## src/rtl/id_ex_stage.sv

```systemverilog
// ID/EX pipeline register with load-use hazard detection and bubble insertion.
// Optional event counters are enabled by defining ID_EX_STATS_EN.
module id_ex_stage #(
    parameter int DATA_W = 32,
    parameter int STAT_W = 16
) (
    input  logic              Clk,
    input  logic              Reset,
    input  logic              ID_Valid,
    input  logic              Hold,
    input  logic              Flush,
    input  logic              RegDst,
    input  logic              ALUSrc0,
    input  logic              R_Enable,
    input  logic              W_Enable,
    input  logic              MemToReg,
    input  logic              RegWrite,
    input  logic [1:0]        ALUSrc1,
    input  logic [1:0]        R_Width,
    input  logic [1:0]        W_Width,
    input  logic [DATA_W-1:0] PCPlus4,
    input  logic [DATA_W-1:0] ReadData1,
    input  logic [DATA_W-1:0] ReadData2,
    input  logic [DATA_W-1:0] SignExt,
    input  logic [4:0]        Rs,
    input  logic [4:0]        Rt,
    input  logic [4:0]        Rd,
    input  logic [4:0]        Shamt,
    input  logic [5:0]        Funct,
    output logic              E_Valid,
    output logic              E_RegDst,
    output logic              E_ALUSrc0,
    output logic              E_R_Enable,
    output logic              E_W_Enable,
    output logic              E_MemToReg,
    output logic              E_RegWrite,
    output logic [1:0]        E_ALUSrc1,
    output logic [1:0]        E_R_Width,
    output logic [1:0]        E_W_Width,
    output logic [DATA_W-1:0] E_PCPlus4,
    output logic [DATA_W-1:0] E_ReadData1,
    output logic [DATA_W-1:0] E_ReadData2,
    output logic [DATA_W-1:0] E_SignExt,
    output logic [4:0]        E_Rs,
    output logic [4:0]        E_Rt,
    output logic [4:0]        E_Rd,
    output logic [4:0]        E_Shamt,
    output logic [5:0]        E_Funct,
    output logic              HazardStall,
    output logic [STAT_W-1:0] StallCount,
    output logic [STAT_W-1:0] FlushCount
);

    logic bubble;

    // Both source fields are compared regardless of opcode; spurious stalls are harmless.
    assign HazardStall = ID_Valid & E_Valid & E_R_Enable & (E_Rt != 5'd0) &
                         ((E_Rt == Rs) | (E_Rt == Rt));
    assign bubble = Flush | HazardStall;

    // Operands carry no meaning in a bubble, so they simply load whenever not held.
    always_ff @(posedge Clk or negedge Reset) begin
        if (!Reset) begin
            E_PCPlus4   <= '0;
            E_ReadData1 <= '0;
            E_ReadData2 <= '0;
            E_SignExt   <= '0;
        end else if (!Hold) begin
            E_PCPlus4   <= PCPlus4;
            E_ReadData1 <= ReadData1;
            E_ReadData2 <= ReadData2;
            E_SignExt   <= SignExt;
        end
    end

    always_ff @(posedge Clk or negedge Reset) begin
        if (!Reset) begin
            E_Valid    <= 1'b0;
            E_RegDst   <= 1'b0;
            E_ALUSrc0  <= 1'b0;
            E_R_Enable <= 1'b0;
            E_W_Enable <= 1'b0;
            E_MemToReg <= 1'b0;
            E_RegWrite <= 1'b0;
            E_ALUSrc1  <= 2'b00;
            E_R_Width  <= 2'b00;
            E_W_Width  <= 2'b00;
            E_Rs       <= 5'd0;
            E_Rt       <= 5'd0;
            E_Rd       <= 5'd0;
            E_Shamt    <= 5'd0;
            E_Funct    <= 6'd0;
        end else if (!Hold) begin
            if (bubble) begin
                E_Valid    <= 1'b0;
                E_RegDst   <= 1'b0;
                E_ALUSrc0  <= 1'b0;
                E_R_Enable <= 1'b0;
                E_W_Enable <= 1'b0;
                E_MemToReg <= 1'b0;
                E_RegWrite <= 1'b0;
                E_ALUSrc1  <= 2'b00;
                E_R_Width  <= 2'b00;
                E_W_Width  <= 2'b00;
                E_Rs       <= 5'd0;
                E_Rt       <= 5'd0;
                E_Rd       <= 5'd0;
                E_Shamt    <= 5'd0;
                E_Funct    <= 6'd0;
            end else begin
                // Ternaries keep X on a disabled width or invalid slot out of EX.
                E_Valid    <= ID_Valid;
                E_RegDst   <= ID_Valid ? RegDst   : 1'b0;
                E_ALUSrc0  <= ID_Valid ? ALUSrc0  : 1'b0;
                E_R_Enable <= ID_Valid ? R_Enable : 1'b0;
                E_W_Enable <= ID_Valid ? W_Enable : 1'b0;
                E_MemToReg <= ID_Valid ? MemToReg : 1'b0;
                E_RegWrite <= ID_Valid ? RegWrite : 1'b0;
                E_ALUSrc1  <= ID_Valid ? ALUSrc1  : 2'b00;
                E_R_Width  <= (ID_Valid && R_Enable) ? R_Width : 2'b00;
                E_W_Width  <= (ID_Valid && W_Enable) ? W_Width : 2'b00;
                E_Rs       <= Rs;
                E_Rt       <= Rt;
                E_Rd       <= Rd;
                E_Shamt    <= Shamt;
                E_Funct    <= Funct;
            end
        end
    end

`ifdef ID_EX_STATS_EN
    // A flush that coincides with a hazard counts only as a flush.
    always_ff @(posedge Clk or negedge Reset) begin
        if (!Reset) begin
            StallCount <= '0;
            FlushCount <= '0;
        end else if (!Hold) begin
            if (Flush) begin
                if (FlushCount != '1) FlushCount <= FlushCount + 1'b1;
            end else if (HazardStall) begin
                if (StallCount != '1) StallCount <= StallCount + 1'b1;
            end
        end
    end
`else
    assign StallCount = '0;
    assign FlushCount = '0;
`endif

endmodule
```

## config.mk

```make
export PLATFORM = sky130hd
export DESIGN_NAME = id_ex_stage
export DESIGN_NICKNAME = d
export VERILOG_FILES = /design/src/rtl/id_ex_stage.sv
export SDC_FILE = /design/constraint.sdc
export NUM_CORES = 1
export LEC_CHECK = 0
export ABC_AREA = 1
export CORE_MARGIN = 10
export CORE_UTILIZATION = 36
export DETAILED_ROUTE_END_ITERATION = 8
export PLACE_DENSITY = 0.88
export SLEW_MARGIN = 10
export SYNTH_ARGS = -nofsm -noshare
export SYNTH_HDL_FRONTEND = slang
export SYNTH_SLANG_ARGS = --single-unit
```

## constraint.sdc

```tcl
create_clock -name Clk -period 1.5 [get_ports Clk]
set_clock_uncertainty 0.2 [all_clocks]
set_input_delay 0.375 -clock Clk [delete_from_list [all_inputs] [get_ports Clk]]
set_output_delay 0.375 -clock Clk [all_outputs]
set_load 0.005 [all_outputs]
```

==> metrics.txt <==
run status complete, but fails checks; violated checks negative setup slack; CP Launch Type primary input; io pins 371; CP Data Required Time 0.92 ns; routed wire length 26.21 mm; routed metal-1 wire length 9.861 mm; crit path time final 2.142 ns; synthesized area 6999 µm²; CTS buffer count 17; Clock transition at path regs 0.07 ns; largest net degree at the start of global routing 90; wire length on met2 13.36 mm; Slew @ Worst Pin 0.7195 ns; All-Layer GR Usage 19.65%; Worst Path Arrival 1.57 ns; number of global-route vias before repair 7175; fin nets 1422; largest family of logic cells by synthesized area simple AND/OR/NAND/NOR gates; Final period util 142.8%; multi-input logic area 2474 µm²; cell area after layout 11370 µm²; Distinct cells, synth 20; fmax 466.9 MHz; critical path peak fanout 3; Worst Hold Class in2reg; Max Cap Violations 0; CTS tree yes; core area 18890 µm²; max_slew headroom 51.98%; synth warn 0; Horiz. Die Dim 159.4 µm; routed length per instance 17.17 µm; Util after Layout 60.17%; Slew Viols, Final 0; Synth Area in XOR/XNOR 0.2503%; Synth Area in Compound Gates 2.932%; maximum vdd drop 0.7071 mV; routed wl met3 1.970 mm; critical path class in2out; fraction of layout cells with a size suffix above 1 28.48%; critical path endpoint category output port; initial cell density of the core 37.05%; initial antenna violation count 2; global route overflow 0; Pre-antenna DRT Iters 5; simple-gate share of the synthesized area 29.14%; routed vias/inst 4.484; port buffer count 338; TritonCTS Sinks 167; Yosys reg bits 167; Clk Latency, worst-skew pair 0.42 ns; setup violators final 158; area of placed instances 10680 µm²; DR vias 6842; unrepaired setup endpoints after global routing yes; R2R Setup Slk -0.43 ns; Final Worst Setup Slack -0.6419 ns; Top Layer Used met4; initial drt markers 426; P_leak 6.246 nW; sequential share of the synthesized area 59.71%; GP Congestion 0.8635; final hold violations 0; Clock Path Buffers 2; HPWL after DPL 18.67 mm; syn_area_per_cell 8.525 µm²; first-pass GRT wire length 39.86 mm; Adder-Cell Fraction of Synth Area 0%; H-Tree Depth 4; drc violations 0; Die ar. 25420 µm²; root buf cell clkbuf_16; Register Area 4184 µm²; Area Growth Syn to Fin 62.41%; power density over the cells 1032 nW/µm²; final hold slack 0.08208 ns; post-synthesis mux area share 0%; Syn Inst Count 821; Fill cells 1560; DRT antenna net count 0; row count 50; Die H 159.4 µm
cell usage in the layout, fill, tap and decap left out, types with 2 or more instances in the layout:
master / Yosys / routed
nand2_1: 484 / 483
dfrtp_1: 167 / 163
clkdlybuf4s50_1: 0 / 163
buf_2: 9 / 152
buf_4: 32 / 95
conb_1: 1 / 32
o21ai_2: 20 / 25
buf_6: 1 / 23
inv_1: 25 / 22
clkbuf_16: 0 / 17
nor2_1: 19 / 15
nand4_1: 15 / 15
buf_12: 2 / 9
inv_2: 3 / 5
dfrtp_2: 0 / 4
nor2_2: 0 / 4
nand2_8: 1 / 4
clkinv_4: 0 / 4
inv_8: 0 / 3
inv_6: 0 / 3
dlygate4sd2_1: 0 / 3
diode_2: 0 / 2
nand2_2: 1 / 2
xnor2_1: 2 / 2
nand3_2: 2 / 2
bufinv_16: 0 / 2
clkbuf_1: 26 / 2
buf_16: 0 / 2
dlymetal6s2s_1: 0 / 2
layout make-up:
| cell class | count | area share (%) |
|---|---|---|
| flip-flops and latches | 167 | 36.81 |
| multi-input cells | 586 | 21.76 |
| inverters | 28 | 0.9466 |
| clock inverters | 13 | 1.431 |
| clock buffers | 19 | 3.808 |
| repair buffers | 451 | 32.34 |
| diodes | 2 | 0.04403 |
| well taps | 260 | 2.862 |
kinds of logic (layout without fill, tap and decap cells):
group           after synthesis  after routing
buf+inv                     102            511
other cells                   1             34
simple gates                523            526
flops                       167            167
compound gates               26             26
xor+xnor                      2              2
power breakdown:
part | switching, W | total, W | internal (W)
Clock | 0.00192 | 0.00444 | 0.00252
Sequential | 0.000222 | 0.00510 | 0.00488
Combinational | 0.00100 | 0.00219 | 0.00118
registers in the layout, summed over array words and instances (netlist names):
| register | cells |
|---|---|
| E_PCPlus4 | 32 |
| E_ReadData1 | 32 |
| E_ReadData2 | 32 |
| E_SignExt | 32 |
| E_Funct | 6 |
| E_Rd | 5 |
| E_Rs | 5 |
| E_Rt | 5 |
| E_Shamt | 5 |
| E_ALUSrc1 | 2 |
| E_R_Width | 2 |
| E_W_Width | 2 |
| E_ALUSrc0 | 1 |
| E_MemToReg | 1 |
| E_R_Enable | 1 |
| E_RegDst | 1 |
| E_RegWrite | 1 |
| E_Valid | 1 |
| E_W_Enable | 1 |
per-stage QoR:
| stage | setup TNS (ns) | worst slack, ns | std cells | power (W) |
|---|---|---|---|---|
| after floorplan | -0.1720 | -0.1720 | 852 | 0.005844 |
| after global placement | -25.68 | -0.9908 | 1403 | 0.007349 |
| after detailed placement | -30.91 | -1.105 | 1403 | 0.007412 |
| after CTS | -19.61 | -0.5944 | 1484 | 0.01168 |
| after global routing | -27.22 | -0.6894 | 1526 | 0.01228 |
| final | -19.15 | -0.6419 | 1526 | 0.01173 |
final timing paths:
kind | from | endpoint | cells after the start
setup / recovery | Rs[0] | HazardStall | 10
hold / removal | Rt[0] | E_Rt[0] | 3
setup reg to reg | E_Rt[0] | E_Funct[5] | 12
hold reg to reg | E_PCPlus4[23] | E_PCPlus4[23] | 2
max in group asynchronous | Reset | E_ALUSrc0 | 3
min in group asynchronous | Reset | E_Rd[3] | 2
timing repair:
action | CTS | global route
resized for setup | 714 | 15
buffers inserted | 44 | 42
hold endpoints to repair | 51 | 0
setup endpoints to repair | 207 | 207
hold buffers | 1 | 0
pin swaps | 10 | 6
gates cloned | 5 | 0
Yosys cell counts, drive strengths merged:
cell type,n,share of area (%)
conb,1,0.054
nor2,19,1.0
nand4,15,1.3
buf,48,5.0
o21ai,26,2.9
nand3,2,0.29
dfrtp,167,60
clkbuf,26,1.4
inv,28,1.5
nand2,487,26
xnor2,2,0.25
worst max-delay path, stage by stage:
cell and delay [ns]:
clkdlybuf4s50_1 0.51, nand2_1 0.07, inv_1 0.07, nor2_2 0.05, nor2_2 0.13, nand3_2 0.09, nand2_2 0.09, nand2_4 0.05
inv_2 0.05, buf_6 0.08
routing by layer:
metal | GRT usage, % | up-vias
met5 | 0 | -
met4 | 9.183 | 0
met3 | 7.204 | 55
met2 | 33.91 | 300
met1 | 20.95 | 3198
li1 | - | 3289
(Power assumes the default switching activity.)
